**src/rtl/step_sequencer.sv**
```systemverilog
// Control-step sequencer: walks T0..T3 per instruction, stalls on memory, halts on request.
// Optional memory-wait watchdog enabled by defining STEP_SEQ_TIMEOUT_EN.
module step_sequencer (
  input  logic        clock,
  input  logic        clear,
  input  logic        run,
  input  logic        stop,
  input  logic        memReq,
  input  logic        memAck,
  input  logic        lastStep,
  output logic [1:0]  stepOut,
  output logic        stepValid,
  output logic        instrDone,
  output logic        runState,
  output logic [15:0] instrCount,
  output logic        timeoutFlag
);

  typedef enum logic [1:0] {
    ST_IDLE = 2'd0,
    ST_RUN  = 2'd1,
    ST_WAIT = 2'd2,
    ST_HALT = 2'd3
  } state_t;

  state_t      state_q, state_d;
  logic [1:0]  step_q, step_d;
  logic [15:0] count_q, count_d;
  logic        stop_pend_q, stop_pend_d;
  logic        step_valid_q, step_valid_d;
  logic        run_state_q, run_state_d;
  logic        instr_done_q, instr_done_d;

  logic        step_done_s;
  logic        last_s;
  logic        retire_s;
  logic        halt_req_s;
  logic        timeout_s;

  // Does the current step finish this cycle (same-cycle ack in RUN skips WAIT)
  always_comb begin
    step_done_s = 1'b0;
    case (state_q)
      ST_RUN:  step_done_s = ~memReq | memAck;
      ST_WAIT: step_done_s = memAck;
      default: step_done_s = 1'b0;
    endcase
  end

  assign last_s     = lastStep | (step_q == 2'd3);
  assign retire_s   = step_done_s & last_s;
  assign halt_req_s = stop_pend_q | stop;

`ifdef STEP_SEQ_TIMEOUT_EN
  logic [7:0] wait_cnt_q, wait_cnt_d;
  logic       timeout_flag_q;

  // The 256th WAIT cycle is the one entered with the counter at 255
  assign timeout_s   = (state_q == ST_WAIT) & ~memAck & (wait_cnt_q == 8'hFF);
  assign wait_cnt_d  = (state_q == ST_WAIT) ? (wait_cnt_q + 8'd1) : 8'd0;
  assign timeoutFlag = timeout_flag_q;

  // Watchdog counter and sticky timeout flag
  always_ff @(posedge clock) begin
    if (clear) begin
      wait_cnt_q     <= 8'd0;
      timeout_flag_q <= 1'b0;
    end else begin
      wait_cnt_q     <= wait_cnt_d;
      timeout_flag_q <= timeout_flag_q | timeout_s;
    end
  end
`else
  assign timeout_s   = 1'b0;
  assign timeoutFlag = 1'b0;
`endif

  // Next-state and next-output computation
  always_comb begin
    state_d      = state_q;
    step_d       = step_q;
    count_d      = count_q;
    stop_pend_d  = stop_pend_q;
    instr_done_d = 1'b0;
    case (state_q)
      ST_IDLE, ST_HALT: begin
        if (run) begin
          state_d = ST_RUN;
          step_d  = 2'd0;
        end else begin
          state_d = state_q;
        end
      end
      ST_RUN, ST_WAIT: begin
        if (stop) begin
          stop_pend_d = 1'b1;
        end else begin
          stop_pend_d = stop_pend_q;
        end
        if (timeout_s) begin
          state_d     = ST_HALT;
          step_d      = 2'd0;
          stop_pend_d = 1'b0;
        end else if (retire_s) begin
          step_d       = 2'd0;
          instr_done_d = 1'b1;
          count_d      = count_q + 16'd1;
          if (halt_req_s) begin
            state_d     = ST_HALT;
            stop_pend_d = 1'b0;
          end else begin
            state_d = ST_RUN;
          end
        end else if (step_done_s) begin
          state_d = ST_RUN;
          step_d  = step_q + 2'd1;
        end else begin
          state_d = ST_WAIT;
        end
      end
      default: begin
        state_d     = ST_IDLE;
        step_d      = 2'd0;
        stop_pend_d = 1'b0;
      end
    endcase
    step_valid_d = (state_d == ST_RUN);
    run_state_d  = (state_d == ST_RUN) | (state_d == ST_WAIT);
  end

  // Sequencer state and registered outputs
  always_ff @(posedge clock) begin
    if (clear) begin
      state_q      <= ST_IDLE;
      step_q       <= 2'd0;
      count_q      <= 16'd0;
      stop_pend_q  <= 1'b0;
      step_valid_q <= 1'b0;
      run_state_q  <= 1'b0;
      instr_done_q <= 1'b0;
    end else begin
      state_q      <= state_d;
      step_q       <= step_d;
      count_q      <= count_d;
      stop_pend_q  <= stop_pend_d;
      step_valid_q <= step_valid_d;
      run_state_q  <= run_state_d;
      instr_done_q <= instr_done_d;
    end
  end

  assign stepOut    = step_q;
  assign stepValid  = step_valid_q;
  assign runState   = run_state_q;
  assign instrDone  = instr_done_q;
  assign instrCount = count_q;

endmodule

```
**config.mk**
```make
export PLATFORM = sky130hd
export DESIGN_NAME = step_sequencer
export DESIGN_NICKNAME = d
export VERILOG_FILES = /design/src/rtl/step_sequencer.sv
export SDC_FILE = /design/constraint.sdc
export NUM_CORES = 1
export LEC_CHECK = 0
export CORE_MARGIN = 1.5
export CORE_UTILIZATION = 40
export CTS_CLUSTER_SIZE = 16
export DETAILED_ROUTE_END_ITERATION = 8
export DONT_BUFFER_PORTS = 1
export SLEW_MARGIN = 20
export SYNTH_ARGS = -nofsm -noshare
export SYNTH_HDL_FRONTEND = slang
export SYNTH_SLANG_ARGS = --single-unit
```
**constraint.sdc**
```tcl
create_clock -name clock -period 3.1 [get_ports clock]
set_input_delay 0.62 -clock clock [delete_from_list [all_inputs] [get_ports clock]]
set_output_delay 0.62 -clock clock [all_outputs]
set_load 0.03 [all_outputs]
```
# Yosys cells after proc, flatten, opt, wreduce, memory -nomap -nowiden
# Index checks and enable logic that the tools add are counted.
# classes
bitwise	7
n_reduce_logical	6
eq_ne	8
n_mux	14
add_sub_neg	2
# op_table
operator	count
16-bit by 1-bit adder with 16-bit output (second input constant)	1
2-bit 2-to-1 mux	7
2-bit == test (second input constant)	4
2-bit one-hot mux with 2 select lines	2
2-bit OR reduction	3
2-bit by 1-bit == test with 1-bit output (second input constant)	2
1-bit 2-to-1 mux	4
1-bit bitwise OR	4
2-bit AND reduction	2
3-bit != test (second input constant)	1
2-bit by 1-bit adder with 2-bit output (second input constant)	1
2-bit zero test	1
2-bit != test (second input constant)	1
1-bit inverter	2
1-bit one-hot mux with 2 select lines	1
1-bit AND	1
# word_totals
ff_bits	24
wordCells	44

# Longest topological paths before layout
# depth
word_depth	8
mapped_depth	8
ltp_nobuf	7

# Least setup slack after synthesis
# OpenSTA, ideal clock, no wires.
# synth_timing
path_kind	register to register
startpoint	register state_q[0]
endpoint	register count_q[15] (netlist: instrCount[15])
period_less_slack_ns	1.989
arrival_ns	1.868
setup_ns	0.121
stages_incl_launch_ff	8
setup_slack_ns	1.111
path_cell_list	dfxtp_1 inv_1 ha_1 o21bai_1 a21o_4 buf_6 nor4_1 mux2_2
# synth_between
elab_chain_len	4
# synth_lines
element	line	rtl
from (decl)	26	state_t state_q, state_d;
from (signal assigned)	142	state_q <= state_d;
2-bit == test or 2-bit by 1-bit == test with 1-bit output (tied branches)	43, 85	
1-bit one-hot mux with 2 select lines	43	case (state_q)
1-bit AND	51	assign retire_s = step_done_s & last_s;
2-bit AND reduction (no source line) *	n/a	
to (signal assigned)	144	count_q <= count_d;
to (decl)	28	logic [15:0] count_q, count_d;
# Every way passes the cells marked *; elsewhere a longest branch is shown, timed or not.
# A chain may end at the register's enable or synchronous reset.

# Worst setup path after layout
# Ends and elaborated chain as after synthesis.

==> reports/metrics.cfg <==
[synthesis]
synth.distinct_cells = 36
synthTopCellsByCount = dfxtp_1, a21oi_1, o31ai_1
synthDominantCellAreaShare_pct = 39.9
synth_largest_area_cell = dfxtp_1
ys_warn_count = 0
synth_most_common_cell = dfxtp_1
synth_area_sq_um = 1200
synth-edff-count = 0
ys.flop_type = dfxtp_1
syn_inst = 139
syn_area_per_cell_sq_um = 8.66
ys_seq_elements = 24
async_flop_share_pct = 0
ys_top_cells_by_area = dfxtp_1, o31ai_1, a21oi_1
syn-num-nets = 151
synth_seq_area_share_pct = 39.9

[global_routing]
track_usage_pct = 15.1
grt_overflow = 0
grt_pass1_vias = 902
grt_pass1_wl_um = 3980
antenna_found_initial = 0
grt_max_degree = 27

[floorplan]
core_sq_um = 2810
start_util_pct = 42.9
rows = 19
die-area_sq_um = 3350
die_w_um = 57.9
ios = 29
die_y_um = 57.9

[drt]
first_pass_iters = 6
drt_iter0_markers = 36
drc = 4
wl_met1_um = 1100
via_per_inst = 6.25
drt-total-wl_um = 2360
wl_met2_um = 1030
wl_per_cell_um = 14.3
wl_met3_um = 202
top_layer_used = met4
vias = 1031
ant_nets = 0

[place]
hpwlAfterDp_um = 1680
port_buffers = 0
place_ws_ps = 1010
place_area_sq_um = 1190
gp_congestion = 0.866

[timing]
hold_violations = 0
post-route-period-util_pct = 67.9
fmax_ghz = 0.475
drv_slew = 0
period_needed_ps = 2100
rsz0062_at_grt = no
setup_viol = 0
skew_ps = 1.88
tns_ps = 0
fin_ws_ps = 996

[final_layout]
area_growth_pct = 2.29
antenna_cells = 0
fin_nets = 147
drive_gt1_share_pct = 6.72
final_cell_area_sq_um = 1230

[power_and_ir_drop]
ir_drop_mv = 0.256
power_w = 0.000875
p_leak_nw = 0.407
power.density_nw_per_um2 = 710

[cts]
hold_buffers = 0
cts.sinks = 24
cts_inserted_buffers = 3
path_clk_slew_ps = 120
clockBufferDepth = 2
cts_tree = yes
root_buffer = clkbuf_4
htree_levels = 1
post_cts_resized = 0
cts_setup_buffers = 0
clock_latency_ps = 310

[setup_path]
reg2reg_depth = 6
startpoint_type = flip-flop
r2r-end = instrCount[15]
worstPathRequired_ps = 3310
regToRegSetupSlack_ps = 1000
cp.arrival_ps = 2320
crit_fanout = 26
crit_type = flip-flop to flip-flop
worstSetupEndpointType = flip-flop
r2r-start = state_q[0]

[hold_path]
hold_depth = 1
hp-start = clear
holdPathEnd = runState
min_path_type = input port to flip-flop

[status]
failed_checks = design-rule violations
status = complete, but fails checks

[flow_run]
drv_cap = 0

final cells by class:
cell class / count / area, sq um
clock buffer: 4 / 36.3
fill: 288 / 1570
inverter: 7 / 26.3
multi-input combinational: 99 / 649
sequential: 24 / 480
tap: 31 / 38.8
power by group:
part           internal, W  switching (W)
clock            0.0000717      0.0000904
combinational     0.000126       0.000161
sequential        0.000351      0.0000748
cell families (layout without fill, tap and decap cells):
family          after synthesis  in the layout  synth area share (%)
simple gates                 52             52                  24.4
compound gates               37             37                  20.7
flops                        24             24                  39.9
buf+inv                      16             11                  6.13
fa+ha+maj                     5              5                  5.20
xor+xnor                      2              2                  1.46
mux                           2              2                  1.87
other cells                   1              1                 0.312
placed cells by master, fill, tap and decap left out, drive strengths merged:
cell type,count
o31ai,11
nand2b,1
a21oi,15
inv,7
a21o,1
dfxtp,24
nor2,10
nand3,7
a211oi,1
ha,5
and4,2
mux2,2
nor3,1
nor2b,5
o21a,1
a22oi,1
o21ai,2
o22ai,1
or3,1
nand2,7
nand4,3
o21bai,1
or4,10
a311oi,1
clkbuf,4
conb,1
a2bb2oi,1
nor4,3
or2b,1
and3,1
xnor2,2
o22a,1
registers in the layout, indices dropped and copies added (netlist names):
name         cells
instrCount      16
state_q          2
stepOut          2
instrDone        1
runState         1
stepValid        1
stop_pend_q      1
worst max-delay path, stage by stage, from the launching register on:
cell and delay [ps]:
dfxtp_1 380, inv_1 50, ha_1 350, o21bai_1 230, a21o_4 290, nor4_1 340
mux2_2 370
metrics by stage:
step | utilization [%] | std cells | hold WS (ps)
floorplan | - | 139 | 484
global placement | 42.6 | 161 | 507
detailed placement | 42.6 | 161 | 516
CTS | 43.9 | 165 | 343
global route | 43.9 | 165 | 324
finish | 43.9 | 165 | 357
per-layer routing:
metal | vias up | global-route usage, %
met4 | 0 | 4.32
li1 | 509 | -
met1 | 488 | 20.1
met3 | 4 | 5.58
met5 | - | 0
met2 | 30 | 22.9
worst max-delay path by stage:
stage / start / endpoint / slack (ps) / cells after the start
2_1_floorplan: state_q[0] / instrCount[15] / 1110 / 7
3_3_place_gp: state_q[0] / instrCount[15] / 1090 / 6
3_5_place_dp: state_q[0] / instrCount[15] / 1010 / 6
4_1_cts: state_q[0] / instrCount[15] / 990 / 6
5_1_grt: state_q[0] / instrCount[15] / 850 / 6
6_report: state_q[0] / instrCount[15] / 1000 / 6
No activity file was read; power rests on OpenSTA's default activity.
